File: config.mk
export PLATFORM = sky130hd
export DESIGN_NAME = mseq_gen_bank_flat
export DESIGN_NICKNAME = d
export VERILOG_FILES = /design/src/rtl/mseq_pkg.sv /design/src/rtl/mseq_gen_bank_if.sv /design/src/rtl/mseq_lfsr32.sv /design/src/rtl/mseq_gen_bank.sv /design/src/flat_wrapper.sv
export SDC_FILE = /design/constraint.sdc
export NUM_CORES = 1
export LEC_CHECK = 0
export BUFFER_PORTS_ARGS = -buffer_cell sky130_fd_sc_hd__buf_2
export CAP_MARGIN = 10
export CELL_PAD_IN_SITES_DETAIL_PLACEMENT = 1
export CELL_PAD_IN_SITES_GLOBAL_PLACEMENT = 1
export CORE_UTILIZATION = 35
export CTS_CLUSTER_DIAMETER = 100
export DETAILED_ROUTE_END_ITERATION = 10
export GPL_ROUTABILITY_DRIVEN = 0
export PLACE_DENSITY_LB_ADDON = 0.1
export SYNTH_ARGS = -nofsm -noshare
export SYNTH_HDL_FRONTEND = slang
export SYNTH_SLANG_ARGS = --single-unit
File: constraint.sdc
create_clock -name clk -period 5.52 [get_ports clk]
set_clock_uncertainty 0.1 [all_clocks]
set_input_delay 0.552 -clock clk [delete_from_list [all_inputs] [get_ports clk]]
set_output_delay 0.552 -clock clk [all_outputs]
set_load 0.02 [all_outputs]
File: src/rtl/mseq_pkg.sv
// Shared constants, state type and LFSR step helper for the M-sequence generator bank.
package mseq_pkg;

    localparam int LFSR_W    = 32;
    localparam int GEN_COUNT = 4;
    localparam int DIN_W     = 9 * LFSR_W;

    localparam logic [LFSR_W-1:0] SALT [GEN_COUNT] = '{
        32'h0000_0000, 32'h9E37_79B9, 32'h7F4A_7C15, 32'hF39C_C060
    };

    localparam int TAPS [4] = '{31, 21, 1, 0};

    localparam logic [LFSR_W-1:0] ZERO_SEED_SUB = 32'h0000_0001;

    typedef enum logic {
        FILL = 1'b0,
        RUN  = 1'b1
    } state_t;

    // Fibonacci step for x^32 + x^22 + x^2 + x + 1
    function automatic logic [LFSR_W-1:0] lfsr_step(input logic [LFSR_W-1:0] s);
        logic fb;
        fb = 1'b0;
        for (int i = 0; i < 4; i++) begin
            fb ^= s[TAPS[i]];
        end
        return {s[LFSR_W-2:0], fb};
    endfunction

endpackage

File: src/rtl/mseq_gen_bank_if.sv
// Seed-update input bus and 4-bit output stream of the generator bank.
interface mseq_gen_bank_if;
    import mseq_pkg::*;

    logic [DIN_W-1:0]     MSEQ_din;
    logic [GEN_COUNT-1:0] MSEQ_din_valid;
    logic                 out_ready;
    logic                 out_valid;
    logic [GEN_COUNT-1:0] out_data;
    logic [GEN_COUNT-1:0] seeded;
    logic [15:0]          seed_count;

    modport master (
        output MSEQ_din, MSEQ_din_valid, out_ready,
        input  out_valid, out_data, seeded, seed_count
    );

    modport slave (
        input  MSEQ_din, MSEQ_din_valid, out_ready,
        output out_valid, out_data, seeded, seed_count
    );

endinterface

File: src/rtl/mseq_lfsr32.sv
// One 32-bit maximal-length LFSR with a pending-seed slot that holds a reseed
// arriving while the output stream is stalled.
module mseq_lfsr32
    import mseq_pkg::*;
(
    input  logic              clk,
    input  logic              rst_n,
    input  logic              load,
    input  logic [LFSR_W-1:0] seed,
    input  logic              step,
    input  logic              stall,
    output logic              msb
);

    logic [LFSR_W-1:0] lfsr_reg, lfsr_next;
    logic [LFSR_W-1:0] pending_reg, pending_next;
    logic              pend_reg, pend_next;
    logic [LFSR_W-1:0] seed_safe;

    // An all-zero state would lock the LFSR up forever
    assign seed_safe = (seed == '0) ? ZERO_SEED_SUB : seed;

    always_comb begin
        lfsr_next    = lfsr_reg;
        pending_next = pending_reg;
        pend_next    = pend_reg;
        if (load && stall) begin
            pending_next = seed_safe;
            pend_next    = 1'b1;
        end else if (load) begin
            // Direct load replaces the step and supersedes any older pending seed
            lfsr_next = seed_safe;
            pend_next = 1'b0;
        end else if (step) begin
            if (pend_reg) begin
                lfsr_next = pending_reg;
                pend_next = 1'b0;
            end else begin
                lfsr_next = lfsr_step(lfsr_reg);
            end
        end
    end

    always_ff @(posedge clk or negedge rst_n) begin
        if (!rst_n) begin
            lfsr_reg    <= '0;
            pending_reg <= '0;
            pend_reg    <= 1'b0;
        end else begin
            lfsr_reg    <= lfsr_next;
            pending_reg <= pending_next;
            pend_reg    <= pend_next;
        end
    end

    assign msb = lfsr_reg[LFSR_W-1];

endmodule

File: src/rtl/mseq_gen_bank.sv
// Bank of four reseedable LFSR generators streaming one bit per generator per
// cycle once every generator has been seeded.
module mseq_gen_bank
    import mseq_pkg::*;
#(
    parameter int INPUT_DATA_WIDTH = DIN_W,
    parameter int NUM_GEN          = GEN_COUNT
)
(
    input  logic           clk,
    input  logic           rst_n,
    mseq_gen_bank_if.slave bus
);

    localparam int FOLD_WORDS = INPUT_DATA_WIDTH / LFSR_W;

    state_t              state_reg, state_next;
    logic [NUM_GEN-1:0]  seeded_reg, seeded_next;
    logic [15:0]         seed_count_reg, seed_count_next;
    logic [15:0]         load_count;
    logic [LFSR_W-1:0]   seed_raw;
    logic [NUM_GEN-1:0]  msb;
    logic                out_valid;
    logic                stall;
    logic                fire;

    always_comb begin
        seed_raw = '0;
        for (int i = 0; i < FOLD_WORDS; i++) begin
            seed_raw ^= bus.MSEQ_din[i*LFSR_W +: LFSR_W];
        end
    end

    always_comb begin
        load_count = '0;
        for (int i = 0; i < NUM_GEN; i++) begin
            load_count += 16'(bus.MSEQ_din_valid[i]);
        end
    end

    assign out_valid       = (state_reg == RUN);
    assign stall           = out_valid & ~bus.out_ready;
    assign fire            = out_valid & bus.out_ready;
    assign seeded_next     = seeded_reg | bus.MSEQ_din_valid;
    assign seed_count_next = seed_count_reg + load_count;

    // Leave FILL on the same edge that loads the last unseeded generator
    always_comb begin
        state_next = state_reg;
        if (state_reg == FILL && seeded_next == '1) begin
            state_next = RUN;
        end
    end

    always_ff @(posedge clk or negedge rst_n) begin
        if (!rst_n) begin
            state_reg      <= FILL;
            seeded_reg     <= '0;
            seed_count_reg <= '0;
        end else begin
            state_reg      <= state_next;
            seeded_reg     <= seeded_next;
            seed_count_reg <= seed_count_next;
        end
    end

    for (genvar gi = 0; gi < NUM_GEN; gi++) begin : g_gen
        mseq_lfsr32 u_lfsr (
            .clk   (clk),
            .rst_n (rst_n),
            .load  (bus.MSEQ_din_valid[gi]),
            .seed  (seed_raw ^ SALT[gi]),
            .step  (fire),
            .stall (stall),
            .msb   (msb[gi])
        );
    end

    assign bus.out_valid  = out_valid;
    assign bus.out_data   = msb;
    assign bus.seeded     = seeded_reg;
    assign bus.seed_count = seed_count_reg;

endmodule
File: src/flat_wrapper.sv
// flat-port wrapper written by rule: the top's interface ports become plain ports
module mseq_gen_bank_flat import mseq_pkg::*;
#(
    parameter int INPUT_DATA_WIDTH = DIN_W,
    parameter int NUM_GEN          = GEN_COUNT
)
  (clk, rst_n, bus_MSEQ_din, bus_MSEQ_din_valid, bus_out_ready, bus_out_valid, bus_out_data, bus_seeded, bus_seed_count);
  mseq_gen_bank_if bus_i ();
  input  logic clk;
  input  logic rst_n;
  input wire logic [$bits(bus_i.MSEQ_din)-1:0] bus_MSEQ_din;
  input wire logic [$bits(bus_i.MSEQ_din_valid)-1:0] bus_MSEQ_din_valid;
  input wire logic [$bits(bus_i.out_ready)-1:0] bus_out_ready;
  output wire logic [$bits(bus_i.out_valid)-1:0] bus_out_valid;
  output wire logic [$bits(bus_i.out_data)-1:0] bus_out_data;
  output wire logic [$bits(bus_i.seeded)-1:0] bus_seeded;
  output wire logic [$bits(bus_i.seed_count)-1:0] bus_seed_count;
  assign bus_i.MSEQ_din = bus_MSEQ_din;
  assign bus_i.MSEQ_din_valid = bus_MSEQ_din_valid;
  assign bus_i.out_ready = bus_out_ready;
  assign bus_out_valid = bus_i.out_valid;
  assign bus_out_data = bus_i.out_data;
  assign bus_seeded = bus_i.seeded;
  assign bus_seed_count = bus_i.seed_count;
  mseq_gen_bank #(.INPUT_DATA_WIDTH(INPUT_DATA_WIDTH), .NUM_GEN(NUM_GEN)) u_core (.clk(clk), .rst_n(rst_n), .bus(bus_i));
endmodule
# After elaboration in Yosys (flattened, before gate mapping)
# Index checks and enable logic that the tools add are counted.
word_totals:
  in_bits: 295
  output_inout_bits: 25
  wordCells: 98
  regBits: 281
classes:
  bitwise: 32
  add_sub_neg: 4
  eq_ne: 1
  muxes: 25
  n_reduce_logical: 21
op_table:
  columns: ["cell", "count"]
  rows:
  - ["$mux W32", 16]
  - ["$xor A32 B32 Y32", 8]
  - ["$logic_not A32 Y1", 4]
  - ["$add A16 B1 Y16", 2]
  - ["$not A20 Y20", 1]
  - ["$not A18 Y18", 1]
  - ["$add A16 B16 Y16", 1]
  - ["$not A14 Y14", 1]
  - ["$reduce_bool A3 Y1", 4]
  - ["$xor A1 B1 Y1", 12]
  - ["$mux W1", 9]
  - ["$reduce_and A2 Y1", 4]
  - ["$reduce_bool A2 Y1", 4]
  - ["$not A1 Y1", 6]
  - ["$logic_and A1 B1 Y1", 5]
  - ["$eq A4 B4 Y1 const B", 1]
  - ["$or A4 B4 Y4", 1]
  - ["$add A1 B1 Y2", 1]
  - ["$and A1 B1 Y1", 2]

# Depth between registers and ports, before layout
logic_depth:
  word_depth: 12
  depth_mapped: 13
  depth_no_buf: 12

# Modules after synthesis
# From an unflattened synthesis, not the netlist that was laid out.
unflattened:
  cells_unflattened: 1550
  area_unflattened_um2: 15865.2
by_module_without_submodules:
  columns: ["mod", "cells_each", "instances", "seq_area_each_um2", "area_each_um2"]
  rows:
  - ["mseq_lfsr32", 297, 4, 1626.6, 3101.7]
  - ["mseq_gen_bank", 362, 1, 525.5, 3458.3]

# Worst setup path before layout
# Ideal clock, no wire load.
synth_path:
  path_kind: "input port to flip-flop"
  start: "in bus_MSEQ_din_valid[2]"
  end: "reg u_core.seed_count_reg[12], in the netlist u_core.bus.seed_count[12]"
  t_arrival_ps: 3150
  setup_time_ps: 80
  stages: 13
  path_slack_ps: 2190
  path_buffers: 2
  cell_sequence: "clkbuf_1 > inv_2 > clkbuf_1 > fa_1 > inv_1 > ha_1 > inv_1 > fa_1 > nor2b_1 > o21ai_0 > or2_2 > nor2_1 > xor2_1"
synth_between:
  elab_chain_cells: 3
synth_lines:
  columns: ["element", "line_no", "text"]
  rows:
  - ["start, declared", "flat_wrapper.sv:12", "input wire logic [$bits(bus_i.MSEQ_din_valid)-1:0] bus_MSEQ_din_valid;"]
  - ["$add A16 B1 Y16 (2 in a row)", "mseq_gen_bank.sv:37", "load_count += 16'(bus.MSEQ_din_valid[i]);"]
  - ["$add A16 B16 Y16", "mseq_gen_bank.sv:45", "assign seed_count_next = seed_count_reg + load_count;"]
  - ["via u_core.seed_count_next[12]", "mseq_gen_bank.sv:19", "logic [15:0] seed_count_reg, seed_count_next;"]
  - ["end signal, assigned", "mseq_gen_bank.sv:63", "seed_count_reg <= seed_count_next;"]
  - ["end, declared", "mseq_gen_bank.sv:19", null]
# The timed path passes the listed nets, and every way through them passes these cells.
# A chain may end at the register's enable or synchronous reset.

# Worst setup path in the final report
layout_path:
  start: "in bus_MSEQ_din_valid[2]"
  end: "reg u_core.seed_count_reg[10], in the netlist u_core.bus.seed_count[10]"
# The elaborated chain is that of the path after synthesis.

==> flow_summary_export.csv <==
group,metric,value,unit
route,drt_first_pass_iters,4,
global_routing,initial_antenna_violation_count,0,
timing,finalSetupViolations,0,
route,drtIter0Drc,477,
place,dpl.hpwl,32200,µm
critical_path,crit_arrival,3.74,ns
route,ant_nets,0,
floorplanning,design.core.area,44200,µm²
critical_path,critical_path_class,"input port to register",
synth,syn-num-nets,1903,
timing,setup_total_negative_slack,0,ns
synth,ys_types,46,
floorplanning,die_h,214,µm
synth,synthDominantAreaCellType,"sky130_fd_sc_hd__dfrtp_1",
cts,ctsRootBufferMaster,"sky130_fd_sc_hd__clkbuf_16",
synth,synth_area_per_cell,9.79,µm²
route,wire_per_inst,18.7,µm
global_routing,wire_length_of_the_first_global_routing_pass,73700,µm
critical_path,slowest_stage,"sky130_fd_sc_hd__inv_2",
critical_path,maximum_fanout_along_the_worst_path,46,
cts,clock_insertion_delay_worst_skew,0.51,ns
flow_run,max_cap_violations,0,
timing,grt_setup_unrepaired,"false",
synth,yosys.area_share.xor_xnor,17.7,%
global_routing,grt_max_degree,111,
synth,seq_area_frac_synth,44.9,%
synth,portion_of_netlist_area_occupied_by_mux_cells,11.0,%
synth,synth_simple_gate_area_share,10.8,%
synth,synthAdderAreaFrac,0.655,%
timing,max_slew_margin,10.7,%
synth,yosys.cell_count.top_type,"sky130_fd_sc_hd__dfrtp_1",
synth,ys_ff_latch,281,
critical_path,crit_path_cell_trace,"buf_2 -> inv_2 -> fa_1 -> inv_1 -> ha_1 -> inv_1 -> fa_1 -> nor2b_1 -> o21ai_0 -> or2_2 -> nor2_1 -> xor2_1",
cts,clock_sink_count,281,
critical_path,type_of_origin_of_the_critical_path,"input port",
floorplanning,pin_count,320,
synth,ys_warns,0,
timing,final_hold_viol_count,9,
route,avgViaCountPerCell,4.94,
cts,cts_resized,0,
synth,synth.top_cells.by_area,"sky130_fd_sc_hd__dfrtp_1, sky130_fd_sc_hd__xnor2_1, sky130_fd_sc_hd__o21ai_0",
place,io_buffer_count,319,
timing,final_layout_worst_hold_slack,-0.00952,ns
synth,synth_top_flop_cell,"sky130_fd_sc_hd__dfrtp_1",
synth,count_of_flip_flops_with_a_built_in_enable_after_synthesis,0,
route,wirelength,47000,µm
synth,top_cells_by_instance_count_after_synthesis,"sky130_fd_sc_hd__dfrtp_1, sky130_fd_sc_hd__nand2_1, sky130_fd_sc_hd__o21ai_0",
route,drc,0,
global_routing,globalRouteMet3Util,3.30,%
critical_path,worst_setup_path_end_kind,"register",
critical_path,critical_path.n_buffers_inverters,4,
layout,layout.nets,2199,
floorplanning,die_w,214,µm
cts,ctsLongestPathBuffers,3,
synth,postSynthCellCount,1601,
cts,numCtsBuffers,35,
timing,fmax,0.293,GHz
route,via_count,12400,
outcome,failed_checks,"negative hold slack",
timing,shortest_period_the_worst_path_allows,3.41,ns
global_routing,grt_residual_overflow,0,
cts,htree_num_levels,2,
timing,timing_worst_slew_pin_value,1.33,ns
layout,share_of_post_route_cells_with_drive_strength_above_1,28.0,%
pwr,vdd_ir_drop_max,0.000178,V
synth,syn-cell-area,15700,µm²
pwr,pwr_density_cell,431,nW/µm²
synth,async_flop_share,100,%
global_routing,busiest_layer,"met2",
cts,hold_buffers,0,
layout,flow.area_growth_from_synthesis,22.0,%
global_routing,met1_usage,28.1,%
global_routing,grt_pass1_vias,13100,
synth,synth_compound_gate_area_share,12.0,%
critical_path,required,5.85,ns
critical_path,cell_family_with_the_largest_share_of_critical_path_delay,"adder cells",
global_routing,track_usage,21.2,%
synth,dominant_combinational_cell_family_by_area_after_synthesis,"XOR/XNOR gates",
cts,clk_pin_slew_worst_paths,0.06,ns
synth,post-synth-top-area-fraction,44.9,%
outcome,run_status,"finished with violations",
timing,layout_worst_path_cycle_share,61.8,%
floorplanning,floorplan.die_area,45600,µm²
global_routing,met2_usage,35.5,%
timing,max_slew_violation_count,0,
cts,cts_post_setup_buffers_inserted,0,
floorplanning,starting_density_of_the_core,35.4,%
min_path,hold_crit_class,"input port to asynchronous set/reset pin",
critical_path,worst_path_largest_cell_delay,0.62,ns
floorplanning,floorplan.rows,77,
cts,cts_tree,"built",
pwr,p_leak,8.76,nW
power breakdown:
group / switching, mW / internal, mW / leakage, nW
Combinational: 1.60 / 1.23 / 4.75
Clock: 0.886 / 1.35 / 0.538
Sequential: 0.416 / 2.75 / 3.47
Total: 2.90 / 5.34 / 8.76
final cells by class:
cell class | instances | area, µm²
antenna | 2 | 5.00
clock buffer | 57 | 1060
clock inverter | 3 | 40.0
fill | 5109 | 25100
inverter | 13 | 48.8
multi-input combinational | 1203 | 8240
sequential | 281 | 7040
tap | 592 | 741
timing repair buffer | 363 | 1950
logic make-up after synthesis:
| group | count (synthesis) |
|---|---|
| muxes | 160 |
| and+or+nand+nor | 414 |
| buffers and inverters | 117 |
| DFF | 281 |
| xor gates and xnor gates | 257 |
| AOI/OAI and AO/OA | 365 |
| adders and majority gates | 7 |
path summary, 6_finish.rpt:
| check | startpoint | to | slack (ns) | cells after the start |
|---|---|---|---|---|
| max reg2reg | u_core.bus.out_valid$_DFFE_PN0P_ | u_core.g_gen[0].u_lfsr.pending_reg[30]$_DFFE_PN0P_ | 2.49 | 3 |
| max | bus_MSEQ_din_valid[2] | u_core.bus.seed_count[10]$_DFF_PN0_ | 2.11 | 12 |
| max in group asynchronous | rst_n | u_core.bus.seed_count[3]$_DFF_PN0_ | 4.07 | 2 |
| min | rst_n | u_core.g_gen[3].u_lfsr.lfsr_reg[23]$_DFFE_PN0P_ | -0.01 | 1 |
| min reg2reg | u_core.bus.seed_count[15]$_DFF_PN0_ | u_core.bus.seed_count[15]$_DFF_PN0_ | 0.37 | 1 |
| min in group clk | u_core.bus.seed_count[15]$_DFF_PN0_ | u_core.bus.seed_count[15]$_DFF_PN0_ | 0.37 | 1 |
worst register-to-register path: stages, from the launching register on:
cell	delay, ns
sky130_fd_sc_hd__dfrtp_1	0.69
sky130_fd_sc_hd__nor2b_1	0.68
sky130_fd_sc_hd__nand2_2	0.87
sky130_fd_sc_hd__mux2_2	0.58
placed cells by master (no fill, tap or decap), types with 3 or more instances in the layout:
| cell | n |
|---|---|
| sky130_fd_sc_hd__xnor2_2 | 9 |
| sky130_fd_sc_hd__buf_2 | 318 |
| sky130_fd_sc_hd__xnor2_1 | 149 |
| sky130_fd_sc_hd__clkbuf_1 | 14 |
| sky130_fd_sc_hd__inv_1 | 12 |
| sky130_fd_sc_hd__buf_4 | 43 |
| sky130_fd_sc_hd__dfrtp_2 | 3 |
| sky130_fd_sc_hd__ha_1 | 5 |
| sky130_fd_sc_hd__mux2i_4 | 4 |
| sky130_fd_sc_hd__a21oi_1 | 114 |
| sky130_fd_sc_hd__nor2_1 | 126 |
| sky130_fd_sc_hd__clkbuf_16 | 37 |
| sky130_fd_sc_hd__xnor3_1 | 31 |
| sky130_fd_sc_hd__dfrtp_1 | 278 |
| sky130_fd_sc_hd__or2_2 | 5 |
| sky130_fd_sc_hd__a31oi_1 | 3 |
| sky130_fd_sc_hd__o21ai_0 | 231 |
| sky130_fd_sc_hd__nor4_1 | 4 |
| sky130_fd_sc_hd__xor2_1 | 66 |
| sky130_fd_sc_hd__a41oi_1 | 3 |
| sky130_fd_sc_hd__clkbuf_8 | 6 |
| sky130_fd_sc_hd__mux2i_1 | 60 |
| sky130_fd_sc_hd__mux2_2 | 96 |
| sky130_fd_sc_hd__nand2_1 | 246 |
| sky130_fd_sc_hd__nor2b_1 | 4 |
| sky130_fd_sc_hd__nand2_2 | 3 |
| sky130_fd_sc_hd__nand4_1 | 13 |
through the flow:
| stage | power, mW | utilization [%] | cells | setup slack, ns | area (µm²) |
|---|---|---|---|---|---|
| 2_1_floorplan | 4.90 | - | 1601 | 2.19 | 15700 |
| 3_3_place_gp | 5.97 | 40.7 | 2452 | 1.62 | 18000 |
| 6_report | 8.24 | 43.2 | 2514 | 2.11 | 19100 |
| 3_5_place_dp | 6.08 | 40.7 | 2452 | 1.58 | 18000 |
| 5_1_grt | 8.80 | 43.2 | 2512 | 1.86 | 19100 |
| 4_1_cts | 8.36 | 43.2 | 2512 | 2.09 | 19100 |
layer usage:
metal | share of wire, % | routed length [µm]
met5 | 0 | 0
met4 | 2.5 | 1160
met3 | 4.0 | 1860
met2 | 47 | 22200
met1 | 46 | 21700
Power figures use the tool's default switching activity.
